`src/rtl/addsub_seq_seg_pkg.sv`:
```
// Shared definitions for the add/subtract unit with scanned hex display:
// operation encodings and the display digit-count derivation.
package addsub_seq_seg_pkg;

    // op[0] selects subtract, op[1] selects the accumulator as operand A
    typedef enum logic [1:0] {
        OP_ADD     = 2'd0,
        OP_SUB     = 2'd1,
        OP_ACC_ADD = 2'd2,
        OP_ACC_SUB = 2'd3
    } op_e;

    // Hex digits needed for the result plus one digit for the carry flag
    function automatic int digits_of(input int width);
        return (width + 3) / 4 + 1;
    endfunction

endpackage

```
`src/rtl/bin7seg.sv`:
```
// Nibble to seven-segment decoder, active-high segments ordered {g,f,e,d,c,b,a}.
module bin7seg (
    input  logic [3:0] nibble,
    output logic [6:0] seg
);

    // Pure lookup, no state
    always_comb begin
        seg = 7'h00;
        case (nibble)
            4'h0: seg = 7'h3F;
            4'h1: seg = 7'h06;
            4'h2: seg = 7'h5B;
            4'h3: seg = 7'h4F;
            4'h4: seg = 7'h66;
            4'h5: seg = 7'h6D;
            4'h6: seg = 7'h7D;
            4'h7: seg = 7'h07;
            4'h8: seg = 7'h7F;
            4'h9: seg = 7'h6F;
            4'hA: seg = 7'h77;
            4'hB: seg = 7'h7C;
            4'hC: seg = 7'h39;
            4'hD: seg = 7'h5E;
            4'hE: seg = 7'h79;
            4'hF: seg = 7'h71;
            default: seg = 7'h00;
        endcase
    end

endmodule

```
`src/rtl/addsub_seq_seg.sv`:
```
// Registered add/subtract unit with flags and a multiplexed hex display.
// The result is shown LSB nibble first on digits 0..DIGITS-2; the top digit
// shows the carry flag as 0 or 1.
// Build option ADDSUB_ACCUM_EN: adds a WIDTH-bit accumulator that op[1]
// selects as operand A and that loads every accepted result.
module addsub_seq_seg
    import addsub_seq_seg_pkg::*;
#(
    parameter int WIDTH    = 8,
    parameter int SCAN_DIV = 50000
) (
    input  logic                           clk,
    input  logic                           rst,
    input  logic                           in_valid,
    input  logic [1:0]                     op,
    input  logic [WIDTH-1:0]               a,
    input  logic [WIDTH-1:0]               b,
    output logic [WIDTH-1:0]               result,
    output logic                           carry,
    output logic                           ovf,
    output logic                           zero,
    output logic                           out_valid,
    output logic [6:0]                     seg_out,
    output logic [digits_of(WIDTH)-1:0]    an,
    output logic [2*WIDTH-1:0]             led
);

    localparam int DIGITS = digits_of(WIDTH);
    localparam int PAD_W  = 4 * (DIGITS - 1);
    localparam int CNT_W  = (SCAN_DIV > 2) ? $clog2(SCAN_DIV) : 1;
    localparam int IDX_W  = (DIGITS > 2) ? $clog2(DIGITS) : 1;

    logic [WIDTH-1:0] a_sel;
    logic [WIDTH-1:0] b_eff;
    logic [WIDTH:0]   sum;
    logic             sum_ovf;

    logic [CNT_W-1:0] scan_cnt;
    logic [IDX_W-1:0] digit_idx;
    logic [PAD_W-1:0] res_pad;
    logic [3:0]       nibble;

`ifdef ADDSUB_ACCUM_EN
    logic [WIDTH-1:0] accum;

    assign a_sel = op[1] ? accum : a;

    // Accumulator tracks the last accepted result
    always_ff @(posedge clk) begin
        if (rst) begin
            accum <= '0;
        end else if (in_valid) begin
            accum <= sum[WIDTH-1:0];
        end
    end
`else
    logic unused_op_hi;

    assign unused_op_hi = op[1];
    assign a_sel        = a;
`endif

    // Subtract is A + ~B + 1; the carry-in doubles as the subtract select
    always_comb begin
        b_eff   = b ^ {WIDTH{op[0]}};
        sum     = {1'b0, a_sel} + {1'b0, b_eff} + {{WIDTH{1'b0}}, op[0]};
        sum_ovf = (a_sel[WIDTH-1] == b_eff[WIDTH-1]) &&
                  (sum[WIDTH-1] != a_sel[WIDTH-1]);
    end

    // Result, flags and operand echo register on accepted requests only
    always_ff @(posedge clk) begin
        if (rst) begin
            result    <= '0;
            carry     <= 1'b0;
            ovf       <= 1'b0;
            zero      <= 1'b1;
            out_valid <= 1'b0;
            led       <= '0;
        end else begin
            out_valid <= in_valid;
            if (in_valid) begin
                result <= sum[WIDTH-1:0];
                carry  <= sum[WIDTH];
                ovf    <= sum_ovf;
                zero   <= (sum[WIDTH-1:0] == '0);
                led    <= {b, a};
            end
        end
    end

    // Scan timer: dwell SCAN_DIV cycles per digit, then step to the next one
    always_ff @(posedge clk) begin
        if (rst) begin
            scan_cnt  <= '0;
            digit_idx <= '0;
        end else if (scan_cnt == CNT_W'(SCAN_DIV - 1)) begin
            scan_cnt <= '0;
            if (digit_idx == IDX_W'(DIGITS - 1)) begin
                digit_idx <= '0;
            end else begin
                digit_idx <= digit_idx + 1'b1;
            end
        end else begin
            scan_cnt <= scan_cnt + 1'b1;
        end
    end

    assign res_pad = PAD_W'(result);

    // Digit mux: result nibbles below the top digit, carry on the top digit
    always_comb begin
        nibble = {3'b000, carry};
        for (int i = 0; i < DIGITS - 1; i++) begin
            if (digit_idx == IDX_W'(i)) begin
                nibble = res_pad[i*4 +: 4];
            end
        end
    end

    // One-hot anode enable for the scanned digit
    always_comb begin
        an = '0;
        for (int i = 0; i < DIGITS; i++) begin
            an[i] = (digit_idx == IDX_W'(i));
        end
    end

    bin7seg u_bin7seg (
        .nibble (nibble),
        .seg    (seg_out)
    );

endmodule

```
`config.mk`:
```
export PLATFORM = sky130hd
export DESIGN_NAME = addsub_seq_seg
export DESIGN_NICKNAME = d
export VERILOG_FILES = /design/src/rtl/addsub_seq_seg_pkg.sv /design/src/rtl/bin7seg.sv /design/src/rtl/addsub_seq_seg.sv
export SDC_FILE = /design/constraint.sdc
export NUM_CORES = 1
export LEC_CHECK = 0
export ABC_AREA = 1
export CAP_MARGIN = 10
export CORE_UTILIZATION = 50
export CTS_BUF_LIST = sky130_fd_sc_hd__clkbuf_2
export DETAILED_ROUTE_END_ITERATION = 6
export PLACE_DENSITY = 0.79
export SLEW_MARGIN = 20
export SYNTH_ARGS = -nofsm -noshare
export SYNTH_HDL_FRONTEND = slang
export SYNTH_HIERARCHICAL = 1
export SYNTH_SLANG_ARGS = --single-unit
```
`constraint.sdc`:
```
create_clock -name clk -period 2.3 [get_ports clk]
set_input_delay 0.46 -clock clk [delete_from_list [all_inputs] [get_ports clk]]
set_output_delay 0.46 -clock clk [all_outputs]
set_load 0.05 [all_outputs]
```
==> results.yml, run 1 <==
synthesis:
  synth_mux_area_share_pct: 0
  synth_fa_ha_area_share_pct: 7.73
  synth_area_per_cell_sq_um: 6.75
  yosys_warnings: 6
  synth-simple-area-share_pct: 31.8
  synth.distinct_cells: 31
  ys_ff_latch: 46
  synth_compound_area_share_pct: 11.2
  synth_area_sq_um: 2690
  synth_top_family_by_area: "simple AND/OR/NAND/NOR gates"
  mappedNetlistNets: 435
  synth_xor_area_share_pct: 4.24
  synth.yosys.seq_area_share_pct: 34.3
  syn-instance-count: 398
clocking:
  numClockSinks: 46
  cts-hold-fix-buffers: 0
  clk_pin_slew_worst_paths_ns: 0.25
  cts_root_buf: "clkbuf_2"
  cts_tree: "done"
  htreeDepth: 2
  clock_latency_ns: 0.42
  clockBufferDepth: 2
  cts_made_buffers: 5
grt:
  antenna_found_initial: 0
  globalRouteOverflowTotal: 0
  grt_use_total_pct: 24.2
  grt_pass1_wl_um: 10600
  grt_max_degree: 21
  grt_pass1_vias: 2507
sta:
  rsz0062_at_grt: "yes"
  slew_viol_final: 0
  fin_crit_sh_pct: 114
  fin_crit_ns: 2.62
  max_slew_margin_pct: 65.5
  clock_skew_ns: 0.0160
  fmax_mhz: 382
  setup_violations: 7
  final_hold_viol_count: 0
  worst_hold_slack_ns: 0.466
  worst_slack_ns: -0.317
  worst_pin_slew_ns: 0.516
placement:
  gp_congestion: 0.847
  dpl.hpwl_um: 4820
  placed_area_sq_um: 3560
  placement.io_buffers: 57
final_layout:
  diodes: 0
  fill_cells: 430
  nets: 513
  layout-drive-gt1-share_pct: 18.7
  postLayoutCellArea_sq_um: 3770
  multiInputGateArea_sq_um: 1600
  postLayoutCoreUtil_pct: 73.3
  regArea_sq_um: 928
  area_growth_pct: 40.2
worst_setup_path:
  critical_path_required_ns: 1.84
  crit_fanout: 4
  worstSetupEndpointType: "output pin"
  crit_path_start_kind: "flop"
  arrival_ns: 2.16
  critPathKind: "reg -> out"
route:
  wl_um: 6510
  drtIter0Drc: 64
  drtAntennaViolNets: 0
  avgViaCountPerCell: 4.97
  vias: 2717
  dr.pass1.iters: 4
  wl_per_cell_um: 11.9
  drc_errors: 0
die:
  initial_utilization_pct: 52.3
  chipHeight_um: 75.3
  num_rows: 26
  pin_count: 59
  core_sq_um: 5140
  dieWidth_um: 75.3
  die_area_sq_um: 5670
outcome:
  failed_checks: "negative setup slack"
  status: "finished with violations"
power:
  p_leak_nw: 1.68
  power.density_nw_per_um2: 591
  ir_worst_vdd_v: 0.000434
run:
  cap_viol_max_count: 0
worst_hold_path:
  hp-class: "reg -> reg"
==> area by class of cell <==
cell class              instances  share of cell area (%)
flip-flops and latches         46                    24.6
well taps                      70                    2.32
inverters                      62                    6.27
clock buffers                   6                   0.797
repair buffers                 82                    22.4
multi-input cells             279                    42.6
clock inverters                 2                   0.996
==> routing by layer <==
layer  global-route usage (%)  vias to the layer above  wire length (um)
met5                        0                        -                 0
met4                     7.41                        0                82
met3                     4.63                       11               240
met2                     44.5                       56              3390
met1                     28.4                     1236              2800
li1                         -                     1414                 -
==> state kept, by name (all words and copies together), names as in the netlist <==
register and cells:
led 16, scan_cnt 16, result 8, digit_idx 2
carry 1, out_valid 1, ovf 1, zero 1
==> cell usage after synthesis, drive strengths merged <==
cell | count | area (sq um)
nor3 | 6 | 35.0
nor2 | 53 | 224
clkbuf | 5 | 18.8
xor2 | 11 | 96.3
o21ai | 27 | 135
nand3 | 23 | 133
o211ai | 2 | 15.0
fa | 1 | 20.0
inv | 62 | 233
a21oi | 26 | 138
nand4 | 7 | 43.8
ha | 15 | 188
nand3b | 2 | 15.0
dfxtp | 46 | 921
xnor2 | 2 | 17.5
or2 | 1 | 6.26
buf | 6 | 40.0
o22ai | 2 | 12.5
nand2 | 101 | 397
==> timing repair <==
action / in CTS / in global routing
setup endpoints to repair: 10 / 7
buffers inserted: 5 / 1
pin swaps: 9 / 10
gates resized for setup: 12 / 16
endpoints found under the hold margin: 0 / 0
==> logic make-up after synthesis <==
family | count (synthesis)
compound gates | 57
flops | 46
buf+inv | 73
fa+ha+maj | 16
xor+xnor | 13
simple gates | 193
==> where the power goes <==
part           total [W]  internal, W  switching [W]
clock           0.000453     0.000188       0.000265
sequential      0.000867     0.000840      0.0000267
combinational   0.000907     0.000367       0.000540
==> final timing paths <==
kind                     start           to  slack (ns)  cells past startpoint
setup reg to reg   scan_cnt[0]  scan_cnt[3]        0.72                      8
setup / recovery  digit_idx[1]   seg_out[3]       -0.32                     11
hold / removal     scan_cnt[0]  scan_cnt[0]        0.47                      1
hold reg to reg    scan_cnt[0]  scan_cnt[0]        0.47                      1
==> metrics by stage <==
stage / instances / setup WS, ns / power (W) / setup TNS (ns)
after floorplan: 398 / -0.0409 / 0.00143 / -0.0409
after global placement: 533 / -0.109 / 0.00175 / -0.313
after detailed placement: 533 / -0.198 / 0.00176 / -0.777
after CTS: 546 / -0.342 / 0.00221 / -1.93
after global routing: 547 / -0.439 / 0.00235 / -2.62
final: 547 / -0.317 / 0.00223 / -1.78
==> worst max-delay path, stage by stage (launching register included) <==
cell     delay, ns
dfxtp_4       0.42
buf_12        0.13
nor2_4        0.11
inv_2         0.09
o21ai_4       0.16
inv_2         0.09
ha_2          0.33
nand2_2       0.06
o21ai_2       0.08
nand2_2       0.08
nand2_4       0.07
buf_12        0.13
==> layout by cell type, fill, tap and decap left out, drive strengths merged, types with 6 or more instances in the layout <==
| master | n |
|---|---|
| nand4 | 7 |
| clkdlybuf4s50 | 47 |
| clkbuf | 6 |
| xor2 | 11 |
| nand3 | 23 |
| nor2 | 53 |
| nor3 | 6 |
| o21ai | 27 |
| inv | 61 |
| nand2 | 101 |
| a21oi | 26 |
| ha | 15 |
| dfxtp | 46 |
| buf | 32 |
Note: power is estimated with default switching activity, not from simulation.
==> inputs of run 2 (changes only) <==
--- a/config.mk
+++ b/config.mk
@@ -7,10 +7,10 @@
 export LEC_CHECK = 0
 export ABC_AREA = 1
 export CAP_MARGIN = 10
-export CORE_UTILIZATION = 50
+export CORE_UTILIZATION = 47
 export CTS_BUF_LIST = sky130_fd_sc_hd__clkbuf_2
 export DETAILED_ROUTE_END_ITERATION = 6
-export PLACE_DENSITY = 0.79
+export PLACE_DENSITY = 0.78
 export SLEW_MARGIN = 20
 export SYNTH_ARGS = -nofsm -noshare
 export SYNTH_HDL_FRONTEND = slang
==> constraint.sdc (replaced) <==
create_clock -name clk -period 2.12 [get_ports clk]
set_input_delay 0.424 -clock clk [delete_from_list [all_inputs] [get_ports clk]]
set_output_delay 0.424 -clock clk [all_outputs]
set_load 0.05 [all_outputs]
==> results.yml, run 2 (synthesis gave the netlist of run 1 again) <==
power:
  p_int_w: 0.00152
  p_seq_share_pct: 38.9
  swShare_pct: 37.3
  ir_worst_vdd_v: 0.000447
  net-switching-power_w: 0.000901
  power.density_nw_per_um2: 636
  pwr-share-comb_pct: 41.0
  p_leak_nw: 1.75
  power.share.clock_pct: 20.1
grt:
  grt_pass1_vias: 2516
  antenna_found_initial: 0
  globalRouteOverflowTotal: 0
  grt_max_degree: 29
  grt_pass1_wl_um: 10600
  grt_use_total_pct: 21.8
route:
  wl_um: 6230
  vias: 2645
  wl_per_cell_um: 11.3
  drtIter0Drc: 99
  drtAntennaViolNets: 0
  drc_errors: 0
  dr.pass1.iters: 4
  avgViaCountPerCell: 4.82
run:
  cap_viol_max_count: 0
clocking:
  cts_root_buf: "clkbuf_2"
  cts-hold-fix-buffers: 0
  cts_made_buffers: 5
  clk_pin_slew_worst_paths_ns: 0.25
  clock_latency_ns: 0.41
  numClockSinks: 46
  cts_tree: "done"
  htreeDepth: 2
  clockBufferDepth: 2
sta:
  slew_viol_final: 0
  clock_skew_ns: 0.0185
  fmax_mhz: 392
  max_slew_margin_pct: 62.4
  final_hold_viol_count: 0
  worst_slack_ns: -0.431
  fin_crit_sh_pct: 120
  fin_crit_ns: 2.55
  worst_pin_slew_ns: 0.563
  setup_violations: 7
  rsz0062_at_grt: "yes"
worst_setup_path:
  critPathMaxStageDelay_ns: 0.42
  cpMostUsedCell: "buf_12"
  ff2ff_path_depth: 8
  critPathKind: "reg -> out"
  crit_chain: "buf_12 -> nor2_4 -> inv_2 -> o21ai_4 -> buf_4 -> ha_1 -> inv_1 -> o21ai_0 -> nand2_2 -> buf_12"
  arrival_ns: 2.13
  critPathSlowestCell: "dfxtp_4"
  worstSetupEndpointType: "output pin"
  crit_fanout: 4
  critical_path_required_ns: 1.70
  crit_path_start_kind: "flop"
worst_hold_path:
  hold_depth: 1
  hp-class: "reg -> reg"
die:
  initial_utilization_pct: 48.8
  chipHeight_um: 77.6
  num_rows: 27
  dieWidth_um: 77.6
  pin_count: 59
  die_area_sq_um: 6020
  core_sq_um: 5510
final_layout:
  area_growth_pct: 41.3
  layout_common_cells: "nand2_1 (80), inv_1 (52), nor2_1 (47)"
  final_common_cell: "nand2_1"
  fill_cells: 465
  reg_top3: "led x16, scan_cnt x16, result x8"
  nets: 513
  diodes: 0
  postLayoutCellArea_sq_um: 3800
  regArea_sq_um: 928
  layout-drive-gt1-share_pct: 19.9
  multiInputGateArea_sq_um: 1640
placement:
  placed_area_sq_um: 3590
  placement.io_buffers: 57
  dpl_worst_slack_ns: -0.336
  gp_congestion: 0.824
  dpl.hpwl_um: 4820
outcome:
  failed_checks: "negative setup slack"
  status: "finished with violations"
run 2: worst max-delay path, delay by kind of cell, from the launching register on:
kind,cells,cell delay (ns)
buf+inv,5,0.58
simple gates,2,0.21
compound gates,2,0.36
fa+ha+maj,1,0.14
flops,1,0.42
run 2: worst paths after layout:
kind / from / to / slack (ns)
max: digit_idx[1] / seg_out[2] / -0.43
min: scan_cnt[0] / scan_cnt[0] / 0.46
max reg2reg: scan_cnt[0] / scan_cnt[8] / 0.57
min reg2reg: scan_cnt[0] / scan_cnt[0] / 0.46
run 2: timing repair:
action	CTS	global route
buffers inserted	1	1
endpoints found under the setup margin	7	16
resized for setup	8	21
pin swaps	5	8
run 2: layout make-up:
class / instances / share of cell area (%)
Clock buffer: 6 / 0.791
Clock inverter: 2 / 0.988
Inverter: 62 / 6.23
Multi-Input combinational cell: 279 / 43.1
Sequential cell: 46 / 24.4
Tap cell: 72 / 2.37
Timing Repair Buffer: 82 / 22.0
run 2: power by group through the flow:
| stage | clock network, W | registers [W] | logic (W) |
|---|---|---|---|
| final | 0.000485 | 0.000939 | 0.000992 |
| after global routing | 0.000534 | 0.000946 | 0.00107 |
| after CTS | 0.000496 | 0.000940 | 0.000970 |
| after detailed placement | 0 | 0.000959 | 0.000955 |
| after global placement | 0 | 0.000957 | 0.000937 |
| after floorplan | 0 | 0.00110 | 0.000453 |
run 2: stage by stage:
| stage | cells | power, W | hold slack [ns] | setup TNS (ns) | utilization (%) |
|---|---|---|---|---|---|
| 6_report | 549 | 0.00242 | 0.462 | -2.51 | 69.0 |
| 5_1_grt | 549 | 0.00255 | 0.503 | -3.44 | 69.0 |
| 4_1_cts | 548 | 0.00241 | 0.468 | -2.60 | 67.2 |
| 3_5_place_dp | 539 | 0.00191 | 0.438 | -2.30 | 65.3 |
| 3_3_place_gp | 539 | 0.00189 | 0.431 | -1.99 | 65.3 |
| 2_1_floorplan | 398 | 0.00155 | 0.417 | -0.403 | - |
run 2: metal layers:
layer | GRT usage, % | routed length (um) | up-vias
met5 | 0 | 0 | -
met3 | 4.00 | 246 | 5
met1 | 26.0 | 2820 | 1171
li1 | - | - | 1408
met4 | 4.53 | 41 | 0
met2 | 40.1 | 3120 | 61
==> inputs of run 3 (changes only) <==
--- a/config.mk
+++ b/config.mk
@@ -16,3 +16,4 @@
 export SYNTH_HDL_FRONTEND = slang
 export SYNTH_HIERARCHICAL = 1
 export SYNTH_SLANG_ARGS = --single-unit
+export TNS_END_PERCENT = 20
==> results.yml, run 3 (synthesis gave the netlist of run 1 again) <==
outcome:
  status: "finished with violations"
  failed_checks: "negative setup slack"
final_layout:
  layout-drive-gt1-share_pct: 19.7
  regArea_sq_um: 928
  final_common_cell: "nand2_1"
  diodes: 0
  multiInputGateArea_sq_um: 1620
  nets: 513
  reg_top3: "led x16, scan_cnt x16, result x8"
  fill_cells: 479
  layout_common_cells: "nand2_1 (84), inv_1 (52), nor2_1 (47)"
  final_cells: 549
  area_growth_pct: 40.6
clocking:
  cts_made_buffers: 5
  cts_tree: "done"
  cts-hold-fix-buffers: 0
  htreeDepth: 2
  cts_root_buf: "clkbuf_2"
  clockBufferDepth: 2
  numClockSinks: 46
  clock_latency_ns: 0.43
  clk_pin_slew_worst_paths_ns: 0.24
die:
  die_area_sq_um: 6020
  core_sq_um: 5510
  initial_utilization_pct: 48.8
  chipHeight_um: 77.6
  dieWidth_um: 77.6
  num_rows: 27
  pin_count: 59
sta:
  fin_tns_setup_ns: -2.70
  setup_violations: 7
  slew_viol_final: 0
  fin_crit_ns: 2.55
  worst_slack_ns: -0.428
  fin_crit_sh_pct: 120
  worst_pin_slew_ns: 0.511
  rsz0062_at_grt: "yes"
  max_slew_margin_pct: 65.9
  worst_hold_slack_ns: 0.482
  clock_skew_ns: 0.00643
  final_hold_viol_count: 0
  fmax_mhz: 392
placement:
  gp_congestion: 0.816
  placement.io_buffers: 57
  dpl.hpwl_um: 4730
  placed_cells: 538
  dpl_worst_slack_ns: -0.359
route:
  wl_met1_um: 2850
  vias: 2701
  drtIter0Drc: 108
  routed-wl-met2_um: 3080
  avgViaCountPerCell: 4.92
  dr.pass1.iters: 4
  wl_met3_um: 266
  wl_um: 6270
  top_layer: "met4"
  wl_per_cell_um: 11.4
  drc_errors: 0
  drtAntennaViolNets: 0
worst_setup_path:
  crit_chain: "nor2_4 -> inv_2 -> o211ai_1 -> inv_2 -> ha_1 -> inv_1 -> nand2_1 -> nand2_1 -> nand2_1 -> nand2_4 -> buf_12"
  crit_path_start_kind: "flop"
  critPathSlowestCell: "dfxtp_4"
  r2r_start: "scan_cnt[0]"
  r2r-end: "scan_cnt[10]"
  arrival_ns: 2.12
  worstSetupEndpointType: "output pin"
  critical_path_required_ns: 1.70
  critPathKind: "reg -> out"
  cpMostUsedCell: "nand2_1"
  crit_fanout: 4
  critPathMaxStageDelay_ns: 0.41
  ff2ff_setup_slack_ns: 0.55
  ff2ff_path_depth: 8
power:
  p_seq_share_pct: 40.9
  power.density_nw_per_um2: 607
  power.share.clock_pct: 16.5
  p_int_w: 0.00139
  ir_worst_vdd_v: 0.000324
  pwr-share-comb_pct: 42.5
  net-switching-power_w: 0.000909
  p_leak_nw: 1.85
  swShare_pct: 39.6
grt:
  globalRouteOverflowTotal: 0
  grt_max_degree: 29
  grt_use_total_pct: 21.9
  antenna_found_initial: 0
  grt_pass1_vias: 2538
  grt_pass1_wl_um: 10800
worst_hold_path:
  min_to: "scan_cnt[0]"
  hold_start: "scan_cnt[0]"
  hp-class: "reg -> reg"
  hold_depth: 1
run:
  cap_viol_max_count: 0
-- run 3: cell types whose count changed in the layout (fill, tap and decap cells not counted), moves of 4 or more --
cell	previous run	this run
nand2_1	80	84
clkdlybuf4s50_1	42	33
nand2_4	7	3
dlymetal6s2s_1	5	13
-- run 3: layout make-up --
type                    instances  share of cell area [%]
repair buffers                 82                    22.6
clock buffers                   5                   0.662
well taps                      72                    2.38
multi-input cells             279                    42.9
flip-flops and latches         46                    24.6
clock inverters                 3                   0.563
inverters                      62                    6.26
-- run 3: worst max-delay path by stage --
stage | from | to | slack (ns) | cells after the start
after floorplan | digit_idx[0] | seg_out[3] | -0.13 | 9
after global placement | op[0] | zero | -0.33 | 11
after detailed placement | op[0] | zero | -0.36 | 12
after CTS | digit_idx[1] | seg_out[3] | -0.46 | 10
after global routing | digit_idx[1] | seg_out[3] | -0.55 | 12
final | digit_idx[1] | seg_out[3] | -0.43 | 11
-- run 3: repair_timing --
item,4_1_cts,5_1_grt
endpoints found under the setup margin,8,23
gates resized for setup,6,34
setup buffers,3,0
pin swaps,4,13
-- run 3: routing by layer --
layer | GRT usage [%] | up-vias
li1 | - | 1408
met1 | 26.5 | 1218
met2 | 39.7 | 66
met3 | 3.88 | 9
met4 | 5.66 | 0
met5 | 0 | -
-- run 3: worst max-delay path, delay by kind of cell, from the launching register on --
kind / cells / cell delay (ns)
AOI/OAI and AO/OA: 1 / 0.26
and+or+nand+nor: 5 / 0.40
buffers and inverters: 4 / 0.39
adders and majority gates: 1 / 0.21
DFF: 1 / 0.41
-- run 3: per-stage QoR --
step / util (%) / total power (W) / instance area, sq um
floorplan: - / 0.00154 / 2750
global placement: 64.7 / 0.00188 / 3560
detailed placement: 64.7 / 0.00189 / 3560
CTS: 66.4 / 0.00228 / 3660
global route: 68.6 / 0.00244 / 3780
finish: 68.6 / 0.00230 / 3780
-- run 3: power groups by stage --
stage,sequential [W],clock [W],combinational (W)
after floorplan,0.00110,0,0.000439
after CTS,0.000941,0.000393,0.000942
after global routing,0.000946,0.000432,0.00106
after global placement,0.000958,0,0.000921
final,0.000939,0.000379,0.000976
after detailed placement,0.000959,0,0.000936
